File: config.mk
export PLATFORM = sky130hd
export DESIGN_NAME = fpu_div
export DESIGN_NICKNAME = d
export VERILOG_FILES = /design/src/rtl/fpu_pkg.sv /design/src/rtl/fpu_mant_div.sv /design/src/rtl/fpu_div.sv
export SDC_FILE = /design/constraint.sdc
export NUM_CORES = 1
export LEC_CHECK = 0
export BUFFER_PORTS_ARGS = -buffer_cell sky130_fd_sc_hd__buf_2
export CORE_MARGIN = 2
export CORE_UTILIZATION = 30
export CTS_BUF_LIST = sky130_fd_sc_hd__clkbuf_4
export DETAILED_ROUTE_END_ITERATION = 12
export GPL_TIMING_DRIVEN = 0
export PLACE_DENSITY = 0.53
export REMOVE_ABC_BUFFERS = 1
export SYNTH_ARGS = -nofsm -noshare
export SYNTH_HDL_FRONTEND = slang
export SYNTH_SLANG_ARGS = --single-unit
File: constraint.sdc
create_clock -name clk -period 3.7 [get_ports clk]
set_input_delay 0.74 -clock clk [delete_from_list [all_inputs] [get_ports clk]]
set_output_delay 0.74 -clock clk [all_outputs]
set_load 0.01 [all_outputs]
File: src/rtl/fpu_pkg.sv
// Shared definitions for the iterative FP divider: field widths, biases,
// canonical encodings, iteration counts, FSM states and pack/unpack helpers.
package fpu_pkg;

   localparam int SP_EXP_W = 8;
   localparam int SP_MAN_W = 23;
   localparam int HP_EXP_W = 5;
   localparam int HP_MAN_W = 10;
   localparam int SIG_W    = SP_MAN_W + 1;

   localparam logic signed [9:0] SP_BIAS = 10'sd127;
   localparam logic signed [9:0] HP_BIAS = 10'sd15;
   localparam logic signed [9:0] SP_EMAX = 10'sd255;
   localparam logic signed [9:0] HP_EMAX = 10'sd31;

   localparam logic [31:0] NAN_SP = 32'h7FC0_0000;
   localparam logic [31:0] NAN_HP = 32'h0000_7E00;
   localparam logic [31:0] INF_SP = 32'h7F80_0000;
   localparam logic [31:0] INF_HP = 32'h0000_7C00;

   localparam int ITER_SP = 25;
   localparam int ITER_HP = 12;
   localparam int CNT_W   = 5;

   typedef enum logic [1:0] {
      IDLE,
      DIV,
      NORM,
      DONE
   } state_t;

   typedef struct packed {
      logic        sign;
      logic [7:0]  exp;
      logic [22:0] man;
      logic        is_zero;
      logic        is_inf;
      logic        is_nan;
   } fp_fields_t;

   // Half operands are widened into the single-precision field layout;
   // exponent zero is treated as zero regardless of mantissa (denormal flush).
   function automatic fp_fields_t fp_unpack(input logic [31:0] x, input logic single);
      fp_fields_t f;
      logic       all_ones;
      if (single) begin
         f.sign   = x[31];
         f.exp    = x[30:23];
         f.man    = x[22:0];
         all_ones = (x[30:23] == 8'hFF);
      end else begin
         f.sign   = x[15];
         f.exp    = {3'b000, x[14:10]};
         f.man    = {13'd0, x[9:0]};
         all_ones = (x[14:10] == 5'h1F);
      end
      f.is_zero = (f.exp == 8'd0);
      f.is_inf  = all_ones && (f.man == 23'd0);
      f.is_nan  = all_ones && (f.man != 23'd0);
      return f;
   endfunction

   function automatic logic [31:0] fp_pack(input logic single, input logic sign,
                                           input logic [7:0] exp, input logic [22:0] man);
      return single ? {sign, exp, man} : {16'd0, sign, exp[4:0], man[9:0]};
   endfunction

   function automatic logic [31:0] fp_inf(input logic single, input logic sign);
      return single ? (INF_SP | {sign, 31'd0}) : (INF_HP | {16'd0, sign, 15'd0});
   endfunction

   function automatic logic [31:0] fp_zero(input logic single, input logic sign);
      return fp_pack(single, sign, 8'd0, 23'd0);
   endfunction

endpackage

File: src/rtl/fpu_mant_div.sv
// Iterative restoring significand divider: one quotient bit per clock, MSB
// first. done is high during the final iteration cycle.
module fpu_mant_div
   import fpu_pkg::*;
(
   input  logic             clk,
   input  logic             rst_n,
   input  logic             start,
   input  logic [SIG_W-1:0] dividend,
   input  logic [SIG_W-1:0] divisor,
   input  logic [CNT_W-1:0] iters,
   output logic [SIG_W:0]   quotient,
   output logic             done
);

   logic [SIG_W:0]   rem_q;
   logic [SIG_W-1:0] div_q;
   logic [SIG_W:0]   quo_q;
   logic [CNT_W-1:0] cnt_q;
   logic [SIG_W:0]   diff;
   logic [SIG_W-1:0] rem_nxt;

   // The remainder stays below twice the divisor, so the top bit of the
   // difference is a reliable borrow flag.
   assign diff = rem_q - {1'b0, div_q};

   // NOTE: every variable written here gets a default first, so no path can
   // leave it unassigned and infer a latch.
   always_comb begin
      rem_nxt = rem_q[SIG_W-1:0];
      if (!diff[SIG_W]) begin
         rem_nxt = diff[SIG_W-1:0];
      end
   end

   // NOTE: state registers use non-blocking assignments so every flop samples
   // the pre-edge values, independent of statement order.
   always_ff @(posedge clk or negedge rst_n) begin
      if (!rst_n) begin
         rem_q <= '0;
         div_q <= '0;
         quo_q <= '0;
         cnt_q <= '0;
      end else if (start) begin
         rem_q <= {1'b0, dividend};
         div_q <= divisor;
         quo_q <= '0;
         cnt_q <= iters;
      end else if (cnt_q != '0) begin
         quo_q <= {quo_q[SIG_W-1:0], ~diff[SIG_W]};
         rem_q <= {rem_nxt, 1'b0};
         cnt_q <= cnt_q - 1'b1;
      end
   end

   assign quotient = quo_q;
   assign done     = (cnt_q == CNT_W'(1));

endmodule

File: src/rtl/fpu_div.sv
// Iterative IEEE 754 half/single divider with valid/ready handshake,
// truncating rounding and denormal flush-to-zero.
module fpu_div
   import fpu_pkg::*;
#(
   parameter int FLUSH_DENORM = 1
) (
   input  logic        clk,
   input  logic        rst_n,
   input  logic        in_valid,
   output logic        in_ready,
   input  logic [31:0] a,
   input  logic [31:0] b,
   input  logic        prec,
   output logic        out_valid,
   input  logic        out_ready,
   output logic [31:0] result,
   output logic        div_by_zero
);

   if (FLUSH_DENORM != 1) begin : g_flush_check
      $error("fpu_div: only FLUSH_DENORM = 1 is supported");
   end

   state_t            state_q, state_nxt;
   logic              prec_q, sign_q;
   logic signed [9:0] exp_q, exp_acc, e_norm, e_max;
   logic [31:0]       result_q, result_nxt, sp_result;
   logic              dbz_q, dbz_nxt, sp_dbz;
   fp_fields_t        ua, ub;
   logic              sign_x, accept, special, start, div_done;
   logic [SIG_W-1:0]  sig_a, sig_b;
   logic [SIG_W:0]    quo;
   logic [22:0]       man_norm;

   assign ua      = fp_unpack(a, prec);
   assign ub      = fp_unpack(b, prec);
   assign sign_x  = ua.sign ^ ub.sign;
   assign accept  = in_valid && (state_q == IDLE);
   assign start   = accept && !special;
   assign sig_a   = prec ? {1'b1, ua.man} : {13'd0, 1'b1, ua.man[9:0]};
   assign sig_b   = prec ? {1'b1, ub.man} : {13'd0, 1'b1, ub.man[9:0]};
   assign exp_acc = $signed({2'b00, ua.exp}) - $signed({2'b00, ub.exp}) + (prec ? SP_BIAS : HP_BIAS);

   fpu_mant_div u_mant_div (
      .clk      (clk),
      .rst_n    (rst_n),
      .start    (start),
      .dividend (sig_a),
      .divisor  (sig_b),
      .iters    (prec ? CNT_W'(ITER_SP) : CNT_W'(ITER_HP)),
      .quotient (quo),
      .done     (div_done)
   );

   // NaN rules take priority, then Inf dividend, then zero results, then x/0.
   always_comb begin
      sp_result = '0;
      sp_dbz    = 1'b0;
      special   = 1'b1;
      if (ua.is_nan || ub.is_nan || (ua.is_zero && ub.is_zero) || (ua.is_inf && ub.is_inf)) begin
         sp_result = prec ? NAN_SP : NAN_HP;
      end else if (ua.is_inf) begin
         sp_result = fp_inf(prec, sign_x);
      end else if (ub.is_inf || ua.is_zero) begin
         sp_result = fp_zero(prec, sign_x);
      end else if (ub.is_zero) begin
         sp_result = fp_inf(prec, sign_x);
         sp_dbz    = 1'b1;
      end else begin
         special   = 1'b0;
      end
   end

   // Quotient is in [0.5, 2): a leading zero costs one bit and one exponent step.
   always_comb begin
      man_norm = '0;
      e_norm   = exp_q;
      e_max    = prec_q ? SP_EMAX : HP_EMAX;
      if (prec_q) begin
         if (quo[ITER_SP-1]) begin
            man_norm = quo[ITER_SP-2:1];
         end else begin
            man_norm = quo[ITER_SP-3:0];
            e_norm   = exp_q - 10'sd1;
         end
      end else begin
         if (quo[ITER_HP-1]) begin
            man_norm = {13'd0, quo[ITER_HP-2:1]};
         end else begin
            man_norm = {13'd0, quo[ITER_HP-3:0]};
            e_norm   = exp_q - 10'sd1;
         end
      end
   end

   always_comb begin
      state_nxt  = state_q;
      result_nxt = result_q;
      dbz_nxt    = dbz_q;
      unique case (state_q)
         IDLE: begin
            if (in_valid) begin
               if (special) begin
                  state_nxt  = DONE;
                  result_nxt = sp_result;
                  dbz_nxt    = sp_dbz;
               end else begin
                  state_nxt  = DIV;
               end
            end
         end
         DIV: begin
            if (div_done) state_nxt = NORM;
         end
         NORM: begin
            state_nxt = DONE;
            dbz_nxt   = 1'b0;
            if (e_norm >= e_max) begin
               result_nxt = fp_inf(prec_q, sign_q);
            end else if (e_norm <= 10'sd0) begin
               result_nxt = fp_zero(prec_q, sign_q);
            end else begin
               result_nxt = fp_pack(prec_q, sign_q, e_norm[7:0], man_norm);
            end
         end
         DONE: begin
            if (out_ready) state_nxt = IDLE;
         end
         default: state_nxt = IDLE;
      endcase
   end

   always_ff @(posedge clk or negedge rst_n) begin
      if (!rst_n) begin
         state_q  <= IDLE;
         result_q <= '0;
         dbz_q    <= 1'b0;
         prec_q   <= 1'b0;
         sign_q   <= 1'b0;
         exp_q    <= '0;
      end else begin
         state_q  <= state_nxt;
         result_q <= result_nxt;
         dbz_q    <= dbz_nxt;
         if (accept) begin
            prec_q <= prec;
            sign_q <= sign_x;
            exp_q  <= exp_acc;
         end
      end
   end

   assign in_ready    = (state_q == IDLE);
   assign out_valid   = (state_q == DONE);
   assign result      = result_q;
   assign div_by_zero = dbz_q;

endmodule

## Yosys cells after proc, flatten, opt, wreduce, memory -nomap -nowiden

Cells that the tools add are included.

| word-level totals | value |
|---|---|
| output and inout port bits | 35 |
| register bits | 126 |
| bits of input ports | 69 |

| cells by class | value |
|---|---|
| bitwise operators | 2 |
| reduce and logical (&&, ||, !) cells | 25 |
| eq/ne operators | 12 |
| add/subtract/negate cells | 5 |
| magnitude comparators | 2 |
| muxes and demuxes | 52 |

Operators by type and width:

| kind | count |
|---|---|
| 2-to-1 mux 32 bit | 15 |
| 2-to-1 mux 25 bit | 4 |
| 2-to-1 mux 24 bit | 3 |
| one-hot mux 32 bit (2 select lines) | 1 |
| logical NOT 23 bit | 2 |
| 2-to-1 mux 23 bit | 2 |
| nonzero test 23 bit | 2 |
| 2-to-1 mux 10 bit | 4 |
| 2-to-1 mux 31 bit | 1 |
| subtractor 25 x 24 -> 25 bit | 1 |
| == test 8 bit (second input constant) | 2 |
| logical NOT 8 bit | 2 |
| 2-to-1 mux 5 bit | 3 |
| 2-to-1 mux 1 bit | 11 |
| adder 9 x 8 -> 10 bit | 1 |
| == test 5 bit (second input constant) | 2 |
| greater-or-equal comparator 10 x 9 -> 1 bit | 1 |
| <= comparator 10 x 1 -> 1 bit (second input constant) | 1 |
| subtractor 10 x 2 -> 10 bit (second input constant) | 1 |
| subtractor 8 x 8 -> 9 bit | 1 |
| logical AND 1 bit | 8 |
| 2-to-1 mux 2 bit | 4 |
| 2-to-1 mux 8 bit | 1 |
| one-hot mux 2 bit (4 select lines) | 1 |
| other kinds (16) | 24 |

## Depth between registers and ports, before layout

| logic depth | value |
|---|---|
| word-level depth | 10 |
| depth in mapped cells | 18 |
| depth with buffers taken out | 15 |

## Cells and area by module

A second synthesis with hierarchy kept.

| unflattened totals | value |
|---|---|
| cell total of the unflattened synthesis | 1,074 |
| area total of the unflattened synthesis | 9,078.7 µm² |

By module, submodules not included:

| module | sequential area each (µm²) | area an instance (µm²) | instances | cells an instance |
|---|---|---|---|---|
| fpu_mant_div | 1,976.9 | 4,848.4 | 1 | 581 |
| fpu_div | 1,176.1 | 4,230.3 | 1 | 493 |

## Least setup slack after synthesis

OpenSTA, ideal clock, no wires.

| timing path | value |
|---|---|
| path kind | input-to-reg |
| from | input port prec |
| to | register exp_q[8] |
| arrival time | 4.047 ns |
| path slack | -0.484 ns |
| setup time | 0.137 ns |
| stages on the path | 17 |
| cell sequence | buf_2 -> buf_2 -> clkbuf_1 -> clkbuf_1 -> mux2_2 -> ha_1 -> nor2b_1 -> o21ai_0 -> a21boi_0 -> o21a_1 -> nor2_1 -> xnor2_1 -> ha_1 -> a21o_1 -> a21o_1 -> a31oi_1 -> o211ai_1 |

| on the way | value |
|---|---|
| cells in the longest elaborated chain, start to end | 3 |
| elaborated cells on any way between the ends | 5 |
| classes of those cells | add/sub: 2; mux: 3 |

RTL lines:

| element | line | text |
|---|---|---|
| start: declaration | fpu_div.sv:14 | `input logic prec,` |
| 2-to-1 mux 32 bit | fpu_pkg.sv:46 | `if (single) begin` |
| subtractor 8 x 8 -> 9 bit | fpu_div.sv:43 | `assign exp_acc = $signed({2'b00, ua.exp}) - $signed({2'b00, ub.exp}) + (prec ? SP_BIAS : HP_BIAS);` |
| adder 9 x 8 -> 10 bit (*) | fpu_div.sv:43 |  |
| end signal: assignment | fpu_div.sv:149 | `exp_q <= exp_acc;` |
| end: declaration | fpu_div.sv:27 | `logic signed [9:0] exp_q, exp_acc, e_norm, e_max;` |

Mark *: on every way between the ends. The rest lies on a longest branch, timed or not.
A chain may end at the register's enable or synchronous reset.

## Final worst setup path

| timing path | value |
|---|---|
| from | register exp_q[0] |
| to | register result_q[12] (netlist: result[12]) |

| on the way | value |
|---|---|
| cells in the longest elaborated chain, start to end | 7 |
| elaborated cells on any way between the ends | 10 |
| classes of those cells | add/sub: 1; order compare: 2; mux: 7 |

RTL lines:

| element | line | text |
|---|---|---|
| subtractor 10 x 2 -> 10 bit | fpu_div.sv:85, fpu_div.sv:92 |  |
| 2-to-1 mux 10 bit, on equally long branches | fpu_div.sv:88, fpu_div.sv:81 |  |
| 2-to-1 mux 10 bit (*) | fpu_div.sv:80 | `if (prec_q) begin` |
| <= comparator 10 x 1 -> 1 bit / 2-to-1 mux 32 bit (equally long branches) | fpu_div.sv:121, fpu_pkg.sv:65 |  |
| 2-to-1 mux 32 bit | fpu_div.sv:121 | `end else if (e_norm <= 10'sd0) begin` |
| 2-to-1 mux 32 bit (*) | fpu_div.sv:119 | `if (e_norm >= e_max) begin` |
| one-hot mux 32 bit (2 select lines) (*) | fpu_div.sv:101 | `unique case (state_q)` |
| end signal: assignment | fpu_div.sv:144 | `result_q <= result_nxt;` |
| end: declaration | fpu_div.sv:28 | `logic [31:0] result_q, result_nxt, sp_result;` |

Marks and branches as above.

==> impl_metrics.yaml <==
run_status:
  status: "complete, no violations"
cts:
  clock_tree.root_cell: "clkbuf_4"
  postCtsHoldBufs: 0
  clk_pin_slew_ns: 0.14
  clk_path_buf_depth: 2
  cts_max_level: 4
  cts_sinks: 126
  clock_latency_ns: 0.55
  tritoncts: "built"
  cts_made_buffers: 17
grt:
  grt_max_degree: 68
  overflow: 0
  grt.total_usage_pct: 16.42
  first_global_vias: 7626
  grt_pass1_wl_um: 40250
  antenna_found_initial: 1
critical_path:
  cp_slowest_cell: "or4_4"
  crit_path_cell_trace: "inv_4 -> ha_4 -> or3b_4 -> nor3_4 -> nand2_2 -> xnor2_2 -> ha_1 -> or4_4 -> o311ai_4 -> buf_4 -> a221oi_4 -> buf_4 -> a21oi_1"
  crit_buf_inv: 3
  max_stage_delay_ns: 0.55
  crit_path_frequent_cell: "buf_4"
  crit_family: "simple AND/OR/NAND/NOR gates"
  path_class: "flop to flop"
  worstPathRequired_ns: 4.19
  arrival_ns: 4.01
  cp-start-kind: "flop"
  endpoint_kind: "flop"
  path_max_fanout: 8
sta:
  finalCritPeriodShare_pct: 95.27
  fin_setup_tns_ns: 0
  finalCriticalPeriod_ns: 3.525
  slew_headroom_pct: 39.42
  max_freq_mhz: 283.7
  setup_viol: 0
  slew_violations: 0
  worst_pin_slew_ns: 0.8897
  skew_ns: 0.02176
  finalHoldViolations: 0
die:
  fp-row-count: 61
  core_area_mm2: 0.02801
  pin_count: 104
  die-area_mm2: 0.03005
  dieWidth_um: 173.3
  die_h_um: 173.3
  start_util_pct: 30.71
run:
  max_cap_viol_count: 0
worst_hold_path:
  hold_path.class: "input pin to async pin"
route:
  remaining_drc_errors: 0
  dr_total_vias: 7713
  wl_per_cell_um: 16.06
  routed_wirelength_um: 24190
  vias_per_cell: 5.122
  drtIter0Drc: 407
  dr.pass1.iters: 5
  drtAntennaViolNets: 0
synth:
  synth_area_mm2: 0.008603
  ys.flop_type: "dfrtp_1"
  ys_ff_latch: 126
  yosys_warnings: 0
  synthArstFlopShare_pct: 100.0
  synth_edf_count: 0
  synth_cell_type_count: 77
  ys_seq_area_share_pct: 36.65
  syn_inst: 1023
  avgSynthCellArea_um2: 8.410
placement:
  place_area_mm2: 0.009524
  port_buffers: 103
  place_hpwl_um: 17640
  place_congestion: 0.8376
  dpl.cell_count: 1453
cells_and_area:
  drive_gt1_share_pct: 18.46
  post-route-util_pct: 35.97
  area_delta_synth_final_pct: 17.10
  instances_no_fill: 1506
  final_cell_area_mm2: 0.01007
  fin_nets: 1231
pwr:
  power_density_mw_per_mm2: 953.7
  irDropWorstVdd_mv: 0.4156
  p_leak_nw: 4.442
-- cell type report --
class	instances	area, µm²
Fill cell	2975	17940
Multi-Input combinational cell	793	5151
Sequential cell	126	3157
Timing Repair Buffer	129	817.0
Tap cell	378	473.0
Inverter	47	178.9
Clock inverter	15	167.7
Clock buffer	17	127.6
Antenna cell	1	2.502
-- layer usage --
metal	up-vias	GRT usage [%]	share of wire, %
li1	3858	-	-
met4	0	5.438	2.2
met3	28	2.566	3.0
met5	-	0	0
met2	147	27.33	47
met1	3680	21.76	48
-- registers in the layout, indices dropped and copies added (netlist names) --
signal               count
u_mant_div.quotient     25
exp_q                   10
div_by_zero              1
prec_q                   1
u_mant_div.cnt_q         5
sign_q                   1
u_mant_div.rem_q        25
result                  32
state_q                  2
u_mant_div.div_q        24
-- cells in the final DEF (no fill, tap or decap), drive strengths merged, types with 30 or more instances in the layout --
cell type / netlist / routed
a21oi: 84 / 84
buf: 16 / 129
dfrtp: 126 / 126
ha: 46 / 46
inv: 47 / 57
mux2i: 30 / 30
nand2: 140 / 140
nand3: 32 / 32
nor2: 76 / 76
nor3: 36 / 36
o21ai: 90 / 90
-- stage by stage --
step,setup slack [ns],hold WS (ns),total power (W)
floorplan,-1.564,0.4444,0.006686
global placement,-5.747,0.4641,0.007971
detailed placement,-1.018,0.4671,0.008249
CTS,0.01658,0.1260,0.009488
global route,-0.05772,0.1324,0.01061
finish,0.1749,0.1364,0.009608
-- synth_stat cells (5+ instances only) --
library cell,instances,area [µm²]
o21ai_1,6,30.03
o21a_1,5,37.54
nand3_1,32,160.2
dfrtp_1,126,3153
o21bai_1,6,45.04
xnor2_1,28,245.2
nor4_1,11,68.82
nor2_1,76,285.3
o22a_1,8,70.07
xor2_1,18,157.7
o21ai_0,82,410.4
nand4_1,6,37.54
buf_2,11,55.05
mux2i_1,29,290.3
o211ai_1,11,82.58
and2_1,8,50.05
nand2b_1,5,31.28
nand2_1,140,525.5
mux2_2,11,123.9
a211oi_1,14,105.1
buf_1,5,18.77
a21oi_1,84,420.4
nor3_1,35,175.2
a22o_1,5,43.79
inv_1,46,172.7
a31oi_1,10,62.56
nor2b_1,14,87.58
or3_1,8,50.05
a21o_1,11,82.58
clkbuf_1,41,153.9
and3_1,6,37.54
ha_1,46,575.6
-- repair_timing --
action,in CTS,in global routing
setup endpoints to repair,48,36
setup buffers,7,13
pin swaps,3,13
gates cloned,0,0
gates resized for setup,9,14
-- power by group --
| part | switching, W | internal, W |
|---|---|---|
| Combinational | 0.00336 | 0.00276 |
| Clock | 0.000653 | 0.000370 |
| Sequential | 0.000502 | 0.00197 |
| Total | 0.00452 | 0.00509 |
-- worst paths after layout --
path	startpoint	to	slack, ns	cells after the start
max in group asynchronous	rst_n	u_mant_div.quotient[24]	2.80	2
worst min register to register	result[18]	result[18]	0.49	2
worst min-delay path	rst_n	result[23]	0.14	1
worst max-delay path	exp_q[0]	result[12]	0.17	13
min in group clk	b[0]	u_mant_div.div_q[0]	0.40	3
worst max register to register	exp_q[0]	result[12]	0.17	13
-- worst register-to-register path, stage by stage, from the launching register on --
cell      delay [ns]
dfrtp_2         0.50
inv_4           0.10
ha_4            0.15
or3b_4          0.43
nor3_4          0.21
nand2_2         0.08
xnor2_2         0.13
ha_1            0.34
or4_4           0.55
o311ai_4        0.39
buf_4           0.19
a221oi_4        0.05
buf_4           0.21
a21oi_1         0.13
-- cell families (layout without fill, tap and decap cells) --
kind of cell,count (synthesis),in the layout,share of synthesized area (%)
AND/OR/NAND/NOR,365,365,20.01
AO/OA/AOI/OAI,293,293,21.83
flip-flops,126,126,36.65
buffers and inverters,104,208,4.698
adder cells (fa/ha/maj),48,48,7.155
XOR/XNOR,46,46,4.683
multiplexers,41,41,4.974
other,0,1,0
No activity file was read; power rests on OpenSTA's default activity.
